## src/rtl/int_pkg.sv

```systemverilog
// Shared interrupt definitions: default widths, vector stride and the dispatcher state set.
// Also imported by the interrupt controller so both sides agree on id width.
package int_pkg;

    localparam int ID_W_DEF      = 8;
    localparam int ADDR_W_DEF    = 32;
    localparam int VEC_SHIFT_DEF = 2;

    typedef enum logic [2:0] {
        IDLE    = 3'd0,
        FETCH   = 3'd1,
        JUMP    = 3'd2,
        SERVICE = 3'd3,
        RETURN  = 3'd4
    } int_state_e;

endpackage : int_pkg

```

## src/rtl/int_dispatch_if.sv

```systemverilog
// Bundle between the dispatcher, the interrupt controller, the core and the vector-fetch port.
// master = the surrounding system (controller/core/memory), slave = the dispatcher.
interface int_dispatch_if #(
    parameter int ID_W   = int_pkg::ID_W_DEF,
    parameter int ADDR_W = int_pkg::ADDR_W_DEF
);
    logic              gie;
    logic              available;
    logic [ID_W-1:0]   dev_id;
    logic              ic_enable;
    logic              boundary;
    logic [ADDR_W-1:0] cur_pc;
    logic [ADDR_W-1:0] vec_base;
    logic              mem_req;
    logic [ADDR_W-1:0] mem_addr;
    logic              mem_ready;
    logic [ADDR_W-1:0] mem_rdata;
    logic              take;
    logic              jump_valid;
    logic [ADDR_W-1:0] jump_pc;
    logic              ack;
    logic [ID_W-1:0]   ack_id;
    logic              in_service;
    logic              iret;

    modport master (
        output gie, available, dev_id, boundary, cur_pc, vec_base,
               mem_ready, mem_rdata, iret,
        input  ic_enable, mem_req, mem_addr, take, jump_valid, jump_pc,
               ack, ack_id, in_service
    );

    modport slave (
        input  gie, available, dev_id, boundary, cur_pc, vec_base,
               mem_ready, mem_rdata, iret,
        output ic_enable, mem_req, mem_addr, take, jump_valid, jump_pc,
               ack, ack_id, in_service
    );

endinterface : int_dispatch_if

```

## src/rtl/int_dispatch.sv

```systemverilog
// CPU-side interrupt dispatcher: accepts at an instruction boundary, fetches the vector,
// redirects the core, acknowledges the source and blocks nesting until return-from-interrupt.
module int_dispatch
    import int_pkg::*;
#(
    parameter int ID_W      = ID_W_DEF,
    parameter int ADDR_W    = ADDR_W_DEF,
    parameter int VEC_SHIFT = VEC_SHIFT_DEF
) (
    input  logic           clk,
    input  logic           rst_n,
    int_dispatch_if.slave  bus_if
);

    int_state_e        state_q, state_d;
    logic [ID_W-1:0]   cur_id_q;
    logic [ID_W-1:0]   ack_id_q;
    logic [ADDR_W-1:0] epc_q;
    logic [ADDR_W-1:0] handler_q;
    logic [ADDR_W-1:0] mem_addr_q;
    logic [ADDR_W-1:0] jump_pc_q;
    logic              take_q;
    logic              accept;
    logic              fetch_done;
    logic              ret_go;

    function automatic logic [ADDR_W-1:0] vec_addr(input logic [ADDR_W-1:0] base,
                                                   input logic [ID_W-1:0]   id);
        return base + (ADDR_W'(id) << VEC_SHIFT);
    endfunction

    // rst_n gates the enable so the controller sees 0 throughout reset, not just the state.
    assign bus_if.ic_enable = rst_n && bus_if.gie && (state_q == IDLE);
    assign accept     = bus_if.ic_enable && bus_if.available && bus_if.boundary;
    assign fetch_done = (state_q == FETCH) && bus_if.mem_ready;
    assign ret_go     = (state_q == SERVICE) && bus_if.iret;

    always_comb begin
        state_d = state_q;
        case (state_q)
            IDLE:    if (accept)           state_d = FETCH;
            FETCH:   if (bus_if.mem_ready) state_d = JUMP;
            JUMP:                          state_d = SERVICE;
            SERVICE: if (bus_if.iret)      state_d = RETURN;
            RETURN:                        state_d = IDLE;
            default:                       state_d = IDLE;
        endcase
    end

    // The fetch address is frozen at accept so later dev_id/vec_base activity cannot disturb it.
    always_ff @(posedge clk or negedge rst_n) begin
        if (!rst_n) begin
            state_q    <= IDLE;
            cur_id_q   <= '0;
            ack_id_q   <= '0;
            epc_q      <= '0;
            handler_q  <= '0;
            mem_addr_q <= '0;
            jump_pc_q  <= '0;
            take_q     <= 1'b0;
        end else begin
            state_q <= state_d;
            take_q  <= accept;
            if (accept) begin
                cur_id_q   <= bus_if.dev_id;
                epc_q      <= bus_if.cur_pc;
                mem_addr_q <= vec_addr(bus_if.vec_base, bus_if.dev_id);
            end
            if (fetch_done) begin
                handler_q <= bus_if.mem_rdata;
                ack_id_q  <= cur_id_q;
            end
            if (state_q == JUMP) begin
                jump_pc_q <= handler_q;
            end
            if (ret_go) begin
                jump_pc_q <= epc_q;
            end
        end
    end

    assign bus_if.mem_req    = (state_q == FETCH);
    assign bus_if.mem_addr   = mem_addr_q;
    assign bus_if.take       = take_q;
    assign bus_if.jump_valid = (state_q == JUMP) || (state_q == RETURN);
    assign bus_if.jump_pc    = (state_q == JUMP) ? handler_q : jump_pc_q;
    assign bus_if.ack        = (state_q == JUMP);
    assign bus_if.ack_id     = ack_id_q;
    assign bus_if.in_service = (state_q == SERVICE);

endmodule : int_dispatch
```

## src/flat_wrapper.sv

```systemverilog
// flat-port wrapper written by rule: the top's interface ports become plain ports
module int_dispatch_flat import int_pkg::*;
#(
    parameter int ID_W      = ID_W_DEF,
    parameter int ADDR_W    = ADDR_W_DEF,
    parameter int VEC_SHIFT = VEC_SHIFT_DEF
)
  (clk, rst_n, bus_if_gie, bus_if_available, bus_if_dev_id, bus_if_boundary, bus_if_cur_pc, bus_if_vec_base, bus_if_mem_ready, bus_if_mem_rdata, bus_if_iret, bus_if_ic_enable, bus_if_mem_req, bus_if_mem_addr, bus_if_take, bus_if_jump_valid, bus_if_jump_pc, bus_if_ack, bus_if_ack_id, bus_if_in_service);
  int_dispatch_if #(.ID_W(ID_W), .ADDR_W(ADDR_W)) bus_if_i ();
  input  logic clk;
  input  logic rst_n;
  input wire logic [$bits(bus_if_i.gie)-1:0] bus_if_gie;
  input wire logic [$bits(bus_if_i.available)-1:0] bus_if_available;
  input wire logic [$bits(bus_if_i.dev_id)-1:0] bus_if_dev_id;
  input wire logic [$bits(bus_if_i.boundary)-1:0] bus_if_boundary;
  input wire logic [$bits(bus_if_i.cur_pc)-1:0] bus_if_cur_pc;
  input wire logic [$bits(bus_if_i.vec_base)-1:0] bus_if_vec_base;
  input wire logic [$bits(bus_if_i.mem_ready)-1:0] bus_if_mem_ready;
  input wire logic [$bits(bus_if_i.mem_rdata)-1:0] bus_if_mem_rdata;
  input wire logic [$bits(bus_if_i.iret)-1:0] bus_if_iret;
  output wire logic [$bits(bus_if_i.ic_enable)-1:0] bus_if_ic_enable;
  output wire logic [$bits(bus_if_i.mem_req)-1:0] bus_if_mem_req;
  output wire logic [$bits(bus_if_i.mem_addr)-1:0] bus_if_mem_addr;
  output wire logic [$bits(bus_if_i.take)-1:0] bus_if_take;
  output wire logic [$bits(bus_if_i.jump_valid)-1:0] bus_if_jump_valid;
  output wire logic [$bits(bus_if_i.jump_pc)-1:0] bus_if_jump_pc;
  output wire logic [$bits(bus_if_i.ack)-1:0] bus_if_ack;
  output wire logic [$bits(bus_if_i.ack_id)-1:0] bus_if_ack_id;
  output wire logic [$bits(bus_if_i.in_service)-1:0] bus_if_in_service;
  assign bus_if_i.gie = bus_if_gie;
  assign bus_if_i.available = bus_if_available;
  assign bus_if_i.dev_id = bus_if_dev_id;
  assign bus_if_i.boundary = bus_if_boundary;
  assign bus_if_i.cur_pc = bus_if_cur_pc;
  assign bus_if_i.vec_base = bus_if_vec_base;
  assign bus_if_i.mem_ready = bus_if_mem_ready;
  assign bus_if_i.mem_rdata = bus_if_mem_rdata;
  assign bus_if_i.iret = bus_if_iret;
  assign bus_if_ic_enable = bus_if_i.ic_enable;
  assign bus_if_mem_req = bus_if_i.mem_req;
  assign bus_if_mem_addr = bus_if_i.mem_addr;
  assign bus_if_take = bus_if_i.take;
  assign bus_if_jump_valid = bus_if_i.jump_valid;
  assign bus_if_jump_pc = bus_if_i.jump_pc;
  assign bus_if_ack = bus_if_i.ack;
  assign bus_if_ack_id = bus_if_i.ack_id;
  assign bus_if_in_service = bus_if_i.in_service;
  int_dispatch #(.ID_W(ID_W), .ADDR_W(ADDR_W), .VEC_SHIFT(VEC_SHIFT)) u_core (.clk(clk), .rst_n(rst_n), .bus_if(bus_if_i));
endmodule
```

## config.mk

```make
export PLATFORM = sky130hd
export DESIGN_NAME = int_dispatch_flat
export DESIGN_NICKNAME = d
export VERILOG_FILES = /design/src/rtl/int_pkg.sv /design/src/rtl/int_dispatch_if.sv /design/src/rtl/int_dispatch.sv /design/src/flat_wrapper.sv
export SDC_FILE = /design/constraint.sdc
export NUM_CORES = 1
export LEC_CHECK = 0
export ABC_AREA = 1
export BUFFER_PORTS_ARGS = -buffer_cell sky130_fd_sc_hd__buf_2
export CAP_MARGIN = 10
export CORE_MARGIN = 8
export CORE_UTILIZATION = 45
export CTS_BUF_LIST = sky130_fd_sc_hd__clkbuf_8 sky130_fd_sc_hd__clkbuf_16
export DETAILED_ROUTE_END_ITERATION = 8
export PLACE_DENSITY = 0.7
export SLEW_MARGIN = 20
export SYNTH_ARGS = -nofsm -noshare
export SYNTH_HDL_FRONTEND = slang
export SYNTH_SLANG_ARGS = --single-unit
```

## constraint.sdc

```tcl
create_clock -name clk -period 1.95 [get_ports clk]
set_clock_uncertainty 0.2 [all_clocks]
set_input_delay 0.39 -clock clk [delete_from_list [all_inputs] [get_ports clk]]
set_output_delay 0.39 -clock clk [all_outputs]
set_load 0.02 [all_outputs]
```

==> flow_metrics.tcl <==
set metrics [dict create \
    finalPower_mw 15.4 \
    die_h_um 142 \
    cts.reportedPaths.clkPinSlew_ns 0.06 \
    slew_headroom_pct 45.1 \
    dp_cells 1330 \
    place.gp.congestion 0.893 \
    drive_gt1_share_pct 34.3 \
    yosysMostFrequentCell "nand2_1" \
    synthesis.area_um2 7160 \
    routed_wl_um 24700 \
    synth_top_area_share_pct 51.7 \
    hpwl_um 14500 \
    status "complete, but fails checks" \
    rr_worst_depth 13 \
    antenna_cells 0 \
    holdPathStages 2 \
    setup_viol 106 \
    setup_ws_ns -0.416 \
    fp.dieArea_um2 20200 \
    worstSetupEndpointType "primary output" \
    hold_ws_ns 0.0146 \
    syn_inst 881 \
    synth_ff_type "dfrtp_1" \
    drc 0 \
    hold_violations 0 \
    drtIter0Drc 436 \
    start_kind "register" \
    violations "negative setup slack" \
    grt_pass1_vias 6994 \
    die-width_um 142 \
    synth_warnings 0 \
    cts_tree "done" \
    start_util_pct 45.6 \
    drv_slew 0 \
    grt_max_degree 149 \
    fp-row-count 46 \
    grt_antenna_before_repair 0 \
    ff2ff_setup_slack_ns -0.13 \
    p_leak_nw 5.87 \
    cpPeakStageDelay_ns 0.35 \
    max-cap-violations 0 \
    critPathBufInv 6 \
    period_share_pct 121 \
    cts.sinks 148 \
    ys_ff_latch 148 \
    vias 7265 \
    synthTopCellsByArea "dfrtp_1 52%, nand2_1 20%, mux2_2 4.2%" \
    area_growth_pct 53.9 \
    finalNonFillerCells 1452 \
    syn-num-nets 1001 \
    ant_nets 0 \
    ys_types 30 \
    critPathArrivalTime_ns 1.78 \
    grt_pass1_wl_um 34400 \
    rsz0062_at_grt "yes" \
    fin_crit_ns 2.37 \
    via_per_inst 5.00 \
    worstSkewPairLatency_ns 0.42 \
    post-route-cell-area_um2 11000 \
    io_pins 189 \
    hp-start "bus_if_mem_rdata[26]" \
    reg2reg_to "u_core.bus_if.mem_addr[18]" \
    powerDensity_nw_per_um2 1400 \
    finalNetCount 1343 \
    fmax_mhz 423 \
    cpMaxStageDelayCell "dfrtp_1" \
    gr-total-overflow 0 \
    ctsRootBufferMaster "clkbuf_16" \
    min_to "u_core.handler_q[26]" \
    pre_cts_ws_ns -0.198 \
    worstSetupPathType "reg2out" \
    ir_drop_v 0.000684 \
    hp-class "in2reg" \
    cp_max_fo 13 \
    yosysTopAreaCell "dfrtp_1" \
    dpl_cell_area_um2 8880 \
    cts_inserted_buffers 17 \
    clock_path_buffers 2 \
    wl_per_cell_um 17.0 \
    crit_family "buffers and inverters" \
    worst_slew_pin_slew_ns 0.824 \
    r2r-start "u_core.state_q[0]" \
    worstPathCellList "inv_2 -> nor2_4 -> inv_2 -> nor2_4 -> buf_12 -> inv_8 -> buf_12 -> nand2_1 -> nand2_1 -> buf_2" \
    worstPathRequired_ns 1.36 \
    async_flop_share_pct 100 \
    core_area_um2 15700 \
    dr.pass1.iters 5 \
    syn_avg_cell_area_um2 8.13 \
    grtUsageTotal_pct 21.4 \
    synth_edf_count 0 \
    h-tree-depth 4 \
    synth.yosys.seq_area_share_pct 51.7 \
    synth_common_cells "387 x nand2_1, 148 x dfrtp_1, 63 x inv_1" \
    port_buffers 188 \
]
cell families after synthesis:
group           synth area share (%)
simple gates                    29.0
flops                           51.7
buf+inv                         6.18
xor+xnor                       0.856
mux                             5.50
fa+ha+maj                       1.68
compound gates                  5.08
worst max path at each step:
| stage | start | end | slack [ns] | cells past startpoint |
|---|---|---|---|---|
| after floorplan | bus_if_vec_base[2] | u_core.bus_if.mem_addr[30] | 0.003 | 13 |
| after global routing | u_core.state_q[1] | bus_if_jump_pc[10] | -0.51 | 9 |
| after detailed placement | bus_if_dev_id[0] | u_core.bus_if.mem_addr[30] | -0.20 | 14 |
| after CTS | u_core.state_q[2] | bus_if_jump_pc[10] | -0.41 | 8 |
| final | u_core.state_q[1] | bus_if_jump_pc[13] | -0.42 | 10 |
| after global placement | bus_if_dev_id[0] | u_core.bus_if.mem_addr[30] | -0.18 | 14 |
final cells by class:
| class | instances | area, µm² |
|---|---|---|
| fill | 1200 | 4690 |
| sequential | 148 | 3700 |
| multi-input combinational | 632 | 3210 |
| timing repair buffer | 356 | 2940 |
| clock buffer | 20 | 467 |
| inverter | 68 | 278 |
| tap | 216 | 270 |
| clock inverter | 12 | 151 |
flip-flops by register name, summed over array words and instances (netlist names):
| register | cells |
|---|---|
| u_core.bus_if.ack_id | 8 |
| u_core.bus_if.mem_addr | 32 |
| u_core.bus_if.take | 1 |
| u_core.cur_id_q | 8 |
| u_core.epc_q | 32 |
| u_core.handler_q | 32 |
| u_core.jump_pc_q | 32 |
| u_core.state_q | 3 |
routing by layer:
layer | wire (µm) | global-route usage (%)
met1 | 9930 | 25.8
met2 | 12800 | 36.5
met3 | 1650 | 5.57
met4 | 368 | 6.95
met5 | 0 | 0
metrics by stage:
stage / setup TNS, ns / util (%)
final: -18.10 / 70.1
after global routing: -25.40 / 70.1
after CTS: -12.57 / 65.0
after detailed placement: -4.00 / 56.5
after global placement: -3.46 / 56.5
after floorplan: 0 / -
repair_timing:
item,4_1_cts,5_1_grt
gates cloned,0,15
pin swaps,4,7
hold endpoints to repair,203,1
setup buffers,3,15
hold buffers,56,1
setup endpoints to repair,37,97
gates resized for setup,40,108
cell usage in the layout (no fill, tap or decap), drive strengths merged, types with 29 or more instances in the layout:
cell type and n:
a31oi 35, buf 290, clkbuf 29, dfrtp 148, dlygate4sd3 57, inv 70, mux2 33, nand2 389
nand3 47, nor2 66
where the power goes:
group / total, mW / switching, mW / internal [mW]
Combinational: 6.69 / 3.65 / 3.04
Clock: 3.41 / 1.30 / 2.11
Sequential: 5.31 / 0.762 / 4.55
Note: power is estimated with default switching activity, not from simulation.
